`src/rtl/spram_pkg.sv`:
```
// Shared types and helpers for the byte-lane single-port RAM with clear engine.
package spram_pkg;

  typedef enum logic {
    CLR_IDLE = 1'b0,
    CLR_BUSY = 1'b1
  } clr_state_t;

  // Upper bound on the data width that lane_mask can expand; the caller
  // slices the low DATA_W bits off the result.
  localparam int MASK_MAX_W = 256;

  // Expand per-lane enables into a per-bit write mask: bit b follows be[b/lane_w].
  function automatic logic [MASK_MAX_W-1:0] lane_mask(input logic [MASK_MAX_W-1:0] be,
                                                      input int lane_w);
    logic [MASK_MAX_W-1:0] m;
    m = '0;
    for (int b = 0; b < MASK_MAX_W; b++) begin
      if (lane_w > 0) m[b] = be[b / lane_w];
    end
    return m;
  endfunction

endpackage

```
`src/rtl/spram_clear_fsm.sv`:
```
// Clear engine: walks every word address once, one per cycle, and flags busy.
//
//  state    | meaning
//  ---------+-----------------------------------------------------------
//  CLR_IDLE | array belongs to the user port; waits for clear_req
//  CLR_BUSY | writing FILL_VAL to mem[cnt]; leaves after the last address
module spram_clear_fsm
  import spram_pkg::*;
#(
  parameter int ADDR_W         = 8,
  parameter bit CLEAR_ON_RESET = 1'b1
) (
  input  logic              clock,
  input  logic              reset,
  input  logic              clear_req,
  output logic              clr_we,
  output logic [ADDR_W-1:0] clr_addr,
  output logic              busy
);

  localparam logic [ADDR_W-1:0] LAST_ADDR = '1;

  clr_state_t        state, state_nxt;
  logic [ADDR_W-1:0] cnt, cnt_nxt;

  // State and address counter; reset lands straight in CLR_BUSY when the
  // array must come up in a known state.
  always_ff @(posedge clock or posedge reset) begin
    if (reset) begin
      state <= CLEAR_ON_RESET ? CLR_BUSY : CLR_IDLE;
      cnt   <= '0;
    end else begin
      state <= state_nxt;
      cnt   <= cnt_nxt;
    end
  end

  // Next state; cnt wraps to 0 exactly as the last word is written.
  always_comb begin
    state_nxt = state;
    cnt_nxt   = cnt;
    case (state)
      CLR_IDLE: begin
        if (clear_req) state_nxt = CLR_BUSY;
      end
      CLR_BUSY: begin
        cnt_nxt = cnt + 1'b1;
        if (cnt == LAST_ADDR) state_nxt = CLR_IDLE;
      end
      default: state_nxt = CLR_IDLE;
    endcase
  end

  // busy decodes the state register only, so clear_req never reaches it combinationally.
  assign busy     = (state == CLR_BUSY);
  assign clr_we   = busy;
  assign clr_addr = cnt;

endmodule

```
`src/rtl/spram_be_clr.sv`:
```
// Single-port RAM with byte-lane write enables, optional registered read and
// a clear engine that owns the array while it fills it with FILL_VAL.
module spram_be_clr
  import spram_pkg::*;
#(
  parameter int          ADDR_W         = 8,
  parameter int          DATA_W         = 8,
  parameter int          LANE_W         = 8,
  parameter int unsigned RD_REG         = 0,
  parameter bit          CLEAR_ON_RESET = 1'b1,
  parameter logic [DATA_W-1:0] FILL_VAL = '0
) (
  input  logic                       clock,
  input  logic                       reset,
  input  logic                       cs,
  input  logic                       wren,
  input  logic [DATA_W/LANE_W-1:0]   be,
  input  logic [ADDR_W-1:0]          address,
  input  logic [DATA_W-1:0]          data,
  output logic [DATA_W-1:0]          q,
  input  logic                       clear_req,
  output logic                       busy
);

  localparam int NLANE = DATA_W / LANE_W;
  localparam int DEPTH = 2 ** ADDR_W;

  if (DATA_W % LANE_W != 0) begin : g_bad_lane
    $error("spram_be_clr: DATA_W must be a multiple of LANE_W");
  end
  if (RD_REG > 1) begin : g_bad_rdreg
    $error("spram_be_clr: RD_REG must be 0 or 1");
  end
  if (DATA_W >= MASK_MAX_W) begin : g_bad_width
    $error("spram_be_clr: DATA_W exceeds lane_mask range");
  end

  logic              clr_we;
  logic [ADDR_W-1:0] clr_addr;

  spram_clear_fsm #(
    .ADDR_W        (ADDR_W),
    .CLEAR_ON_RESET(CLEAR_ON_RESET)
  ) u_clear_fsm (
    .clock    (clock),
    .reset    (reset),
    .clear_req(clear_req),
    .clr_we   (clr_we),
    .clr_addr (clr_addr),
    .busy     (busy)
  );

  logic [MASK_MAX_W-1:0] mask_full;
  logic [DATA_W-1:0]     wmask;
  logic                  unused_mask_hi;

  assign mask_full      = lane_mask(MASK_MAX_W'(be), LANE_W);
  assign wmask          = mask_full[DATA_W-1:0];
  assign unused_mask_hi = ^mask_full[MASK_MAX_W-1:DATA_W];

  logic [DATA_W-1:0] mem [DEPTH];
  logic              user_we;
  logic              rd_en;
  logic [DATA_W-1:0] rd_word;

  assign user_we = cs & wren & ~busy;
  assign rd_en   = cs & ~busy;
  assign rd_word = mem[address];

  // Single write port: the clear engine wins; user writes merge per lane.
  always_ff @(posedge clock) begin
    if (clr_we) begin
      mem[clr_addr] <= FILL_VAL;
    end else if (user_we) begin
      mem[address] <= (rd_word & ~wmask) | (data & wmask);
    end
  end

  if (RD_REG == 1) begin : g_rd_reg
    logic [DATA_W-1:0] q_r;

    // Registered read samples the pre-write word, giving old-data on read-during-write.
    always_ff @(posedge clock or posedge reset) begin
      if (reset) q_r <= '1;
      else       q_r <= rd_en ? rd_word : '1;
    end

    assign q = q_r;
  end else begin : g_rd_async
    assign q = rd_en ? rd_word : '1;
  end

endmodule
```
`config.mk`:
```
export PLATFORM = sky130hd
export DESIGN_NAME = spram_be_clr
export DESIGN_NICKNAME = d
export VERILOG_FILES = /design/src/rtl/spram_pkg.sv /design/src/rtl/spram_clear_fsm.sv /design/src/rtl/spram_be_clr.sv
export SDC_FILE = /design/constraint.sdc
export NUM_CORES = 2
export LEC_CHECK = 0
export BUFFER_PORTS_ARGS = -buffer_cell sky130_fd_sc_hd__clkbuf_2
export CAP_MARGIN = 20
export CELL_PAD_IN_SITES_DETAIL_PLACEMENT = 1
export CELL_PAD_IN_SITES_GLOBAL_PLACEMENT = 2
export CORE_MARGIN = 3
export CORE_UTILIZATION = 35
export DETAILED_ROUTE_END_ITERATION = 6
export PLACE_DENSITY = 0.7
export SYNTH_ARGS = -nofsm -noshare
export SYNTH_HDL_FRONTEND = slang
export SYNTH_SLANG_ARGS = --single-unit
```
`constraint.sdc`:
```
create_clock -name clock -period 8.71 [get_ports clock]
set_input_delay 0 -clock clock [delete_from_list [all_inputs] [get_ports clock]]
set_output_delay 0 -clock clock [all_outputs]
set_load 0.01 [all_outputs]
```
==> metrics.cfg <==
[setup_path]
criticalPathCategory=register to register
cp-end-kind=register
arrival_ps=6220
cp-start-kind=register
worst-endpoint-required_ps=9160
path_max_fanout=26

[timing]
worst_pin_slew_ps=1400
rsz0062_at_grt=false
setup_viol=0
layout_min_cycle_time_ps=5760
final.setup.tns_ps=0
hold_viol_final=0
period_share_pct=66.2
slew_headroom_pct=5.71
slew_viol_final=0
clock.fmax_ghz=0.174
hold_slack_ps=60.8
fin_skew_ps=51.8
fin_ws_ps=2950

[pwr]
power_density_nw_per_um2=235
peakVddDrop_mv=0.183
leakage_nw=32.0

[floorplanning]
die_x_um=488
die-area_um2=238000
placementRows=176
floorplan.initialDensity_pct=35.3
ioPinCount=31
die_h_um=488
core_um2=231000

[routing]
drtIter0Drc=5806
vias=43300
via_per_inst=5.77
wire_per_inst_um=34.0
remaining_drc_errors=0
routed_wl_um=255000
dr.pass1.iters=5
final_antenna_net_count=0

[final_layout]
fillCellCount=22000
area_growth_pct=13.1
fin_cells=7499
drive_gt1_share_pct=18.9
fin_nets=4310

[synth]
synth_edf_count=2048
synth_warnings=0
yosysUniqueCellTypes=83
synthFlopType=edfxtp_1
avgSynthCellArea_um2=19.6
synthArstFlopShare_pct=0.438
syn-cell-area_um2=81300
synth_seq_cells=2057
synth_fp_nets=4163
synth-seq-area-share_pct=75.9
synthCells=4140

[grt]
grt_pass1_vias=43600
antenna_found_initial=9
overflow=0
grt_max_degree=186
grt_pass1_wl_um=355000
track_usage_pct=21.2

[placement]
pre_cts_ws_ps=2830
dp.final_hpwl_um=165000
placed_cells=7085
gp_congestion=0.886
port_buffers=30

[clock_tree]
cts_buffer_depth=3
cts-resized-gates=0
htreeDepth=4
cts-root-buf=clkbuf_16
clock_sinks=2057
insertion_delay_ps=880
cts_buffers=212
cts.clk_slew.worst_paths_ps=60
tritoncts=done

[worst_hold_path]
min_path_type=input pin to register

[status]
status=finished, final reports clean

[flow_run]
cap_violations=0

[synthesized netlist by cell type, types with 18 or more instances]
master       n  area [um^2]
edfxtp_1  2048        61500
mux2i_1    341         3410
mux4_2     317         7140
nor2_1     285         1070
nand2_1    161          604
a22oi_1    103          773
nand3_1     85          425
a21oi_1     72          360
buf_4       65          488
clkbuf_1    62          233
buf_2       57          285
o22ai_1     57          357
nor3_1      35          175
mux4_1      34          893
buf_6       29          327
o21ai_0     29          145
nor2b_1     28          175
a221oi_1    25          219
nand2b_1    25          156
a211oi_1    24          180
a31oi_1     18          113
[stage by stage]
step,power [mW],instance area (um^2),utilization [%]
after global routing,22.1,91900,39.9
after floorplan,11.9,81300,-
after CTS,21.7,91900,39.8
after global placement,12.6,84800,36.8
after detailed placement,12.7,84900,36.8
final,21.6,91900,39.9
[registers in the layout, summed over array words and instances (netlist names)]
register              cells
mem                    2048
u_clear_fsm.busy          1
u_clear_fsm.clr_addr      8
[layout by cell type, fill, tap and decap left out, types with 24 or more instances in the layout]
master	instances
edfxtp_1	2048
mux2i_1	341
mux4_2	317
nor2_1	284
clkbuf_16	212
nand2_1	161
buf_4	118
a22oi_1	103
nand3_1	79
a21oi_1	72
o22ai_1	57
clkinv_1	56
clkbuf_1	42
clkinv_2	38
nor3_1	35
mux4_1	34
o21ai_0	29
clkbuf_2	26
nor2b_1	25
a221oi_1	25
nand2b_1	25
a211oi_1	24
[metal layers]
| layer | GRT usage, % | share of wire, % | wire length [um] | vias up |
|---|---|---|---|---|
| met5 | 0 | 0 | 0 | - |
| met4 | 8.73 | 4.6 | 11600 | 0 |
| met3 | 3.52 | 8.0 | 20500 | 456 |
| met2 | 32.7 | 46 | 117000 | 2186 |
| met1 | 29.8 | 41 | 105000 | 23300 |
| li1 | - | - | - | 17300 |
[area by class of cell]
type                       instances  area [um^2]  area share, %
tap                             3026         3790           4.12
clock inverter                   143         1480           1.61
clock buffer                     254         5460           5.94
multi-input combinational       1835        18000           19.5
sequential                      2057        61700           67.1
antenna                            3         7.51        0.00817
timing repair buffer             176         1500           1.63
inverter                           5         18.8         0.0204
[cells by family after synthesis]
| logic type | Yosys count | synth area share, % |
|---|---|---|
| AO/OA/AOI/OAI | 428 | 3.65 |
| adder cells (fa/ha/maj) | 1 | 0.0154 |
| XOR/XNOR | 7 | 0.0754 |
| buffers and inverters | 248 | 2.19 |
| flip-flops | 2057 | 75.9 |
| multiplexers | 706 | 14.3 |
| AND/OR/NAND/NOR | 693 | 3.89 |
[where the power goes]
group	total (mW)	switching, mW	internal, mW	leakage [nW]
logic	1.53	1.16	0.377	7.01
registers	10.9	0.0573	10.9	21.6
clock network	9.08	3.93	5.15	3.36
total	21.6	5.14	16.4	32.0
[critical path, stage by stage, from the launching register on]
cell and delay [ps]:
dfstp_2 430, nor2b_1 800, nand2_1 840, o21ai_1 970, nand3_1 840, buf_4 540
nor2_1 910
[path summary, 6_finish.rpt]
path,cells after the start,slack [ps],start,to
max reg2reg,6,2950,u_clear_fsm.busy$_DFF_PP1_,mem[244][5]$_DFFE_PP_
min,4,60,clear_req,u_clear_fsm.busy$_DFF_PP1_
min reg2reg,1,600,u_clear_fsm.clr_addr[7]$_DFFE_PP0P_,u_clear_fsm.clr_addr[7]$_DFFE_PP0P_
max in group asynchronous,4,7960,reset,u_clear_fsm.busy$_DFF_PP1_
min in group asynchronous,4,400,reset,u_clear_fsm.clr_addr[4]$_DFFE_PP0P_
max,6,2950,u_clear_fsm.busy$_DFF_PP1_,mem[244][5]$_DFFE_PP_
[what timing repair did]
action | in CTS | in global routing
endpoints found under the setup margin | 0 | 0
hold buffers | 6 | 0
hold endpoints to repair | 20 | 0
buffers inserted | 0 | 0
(Power assumes the default switching activity.)
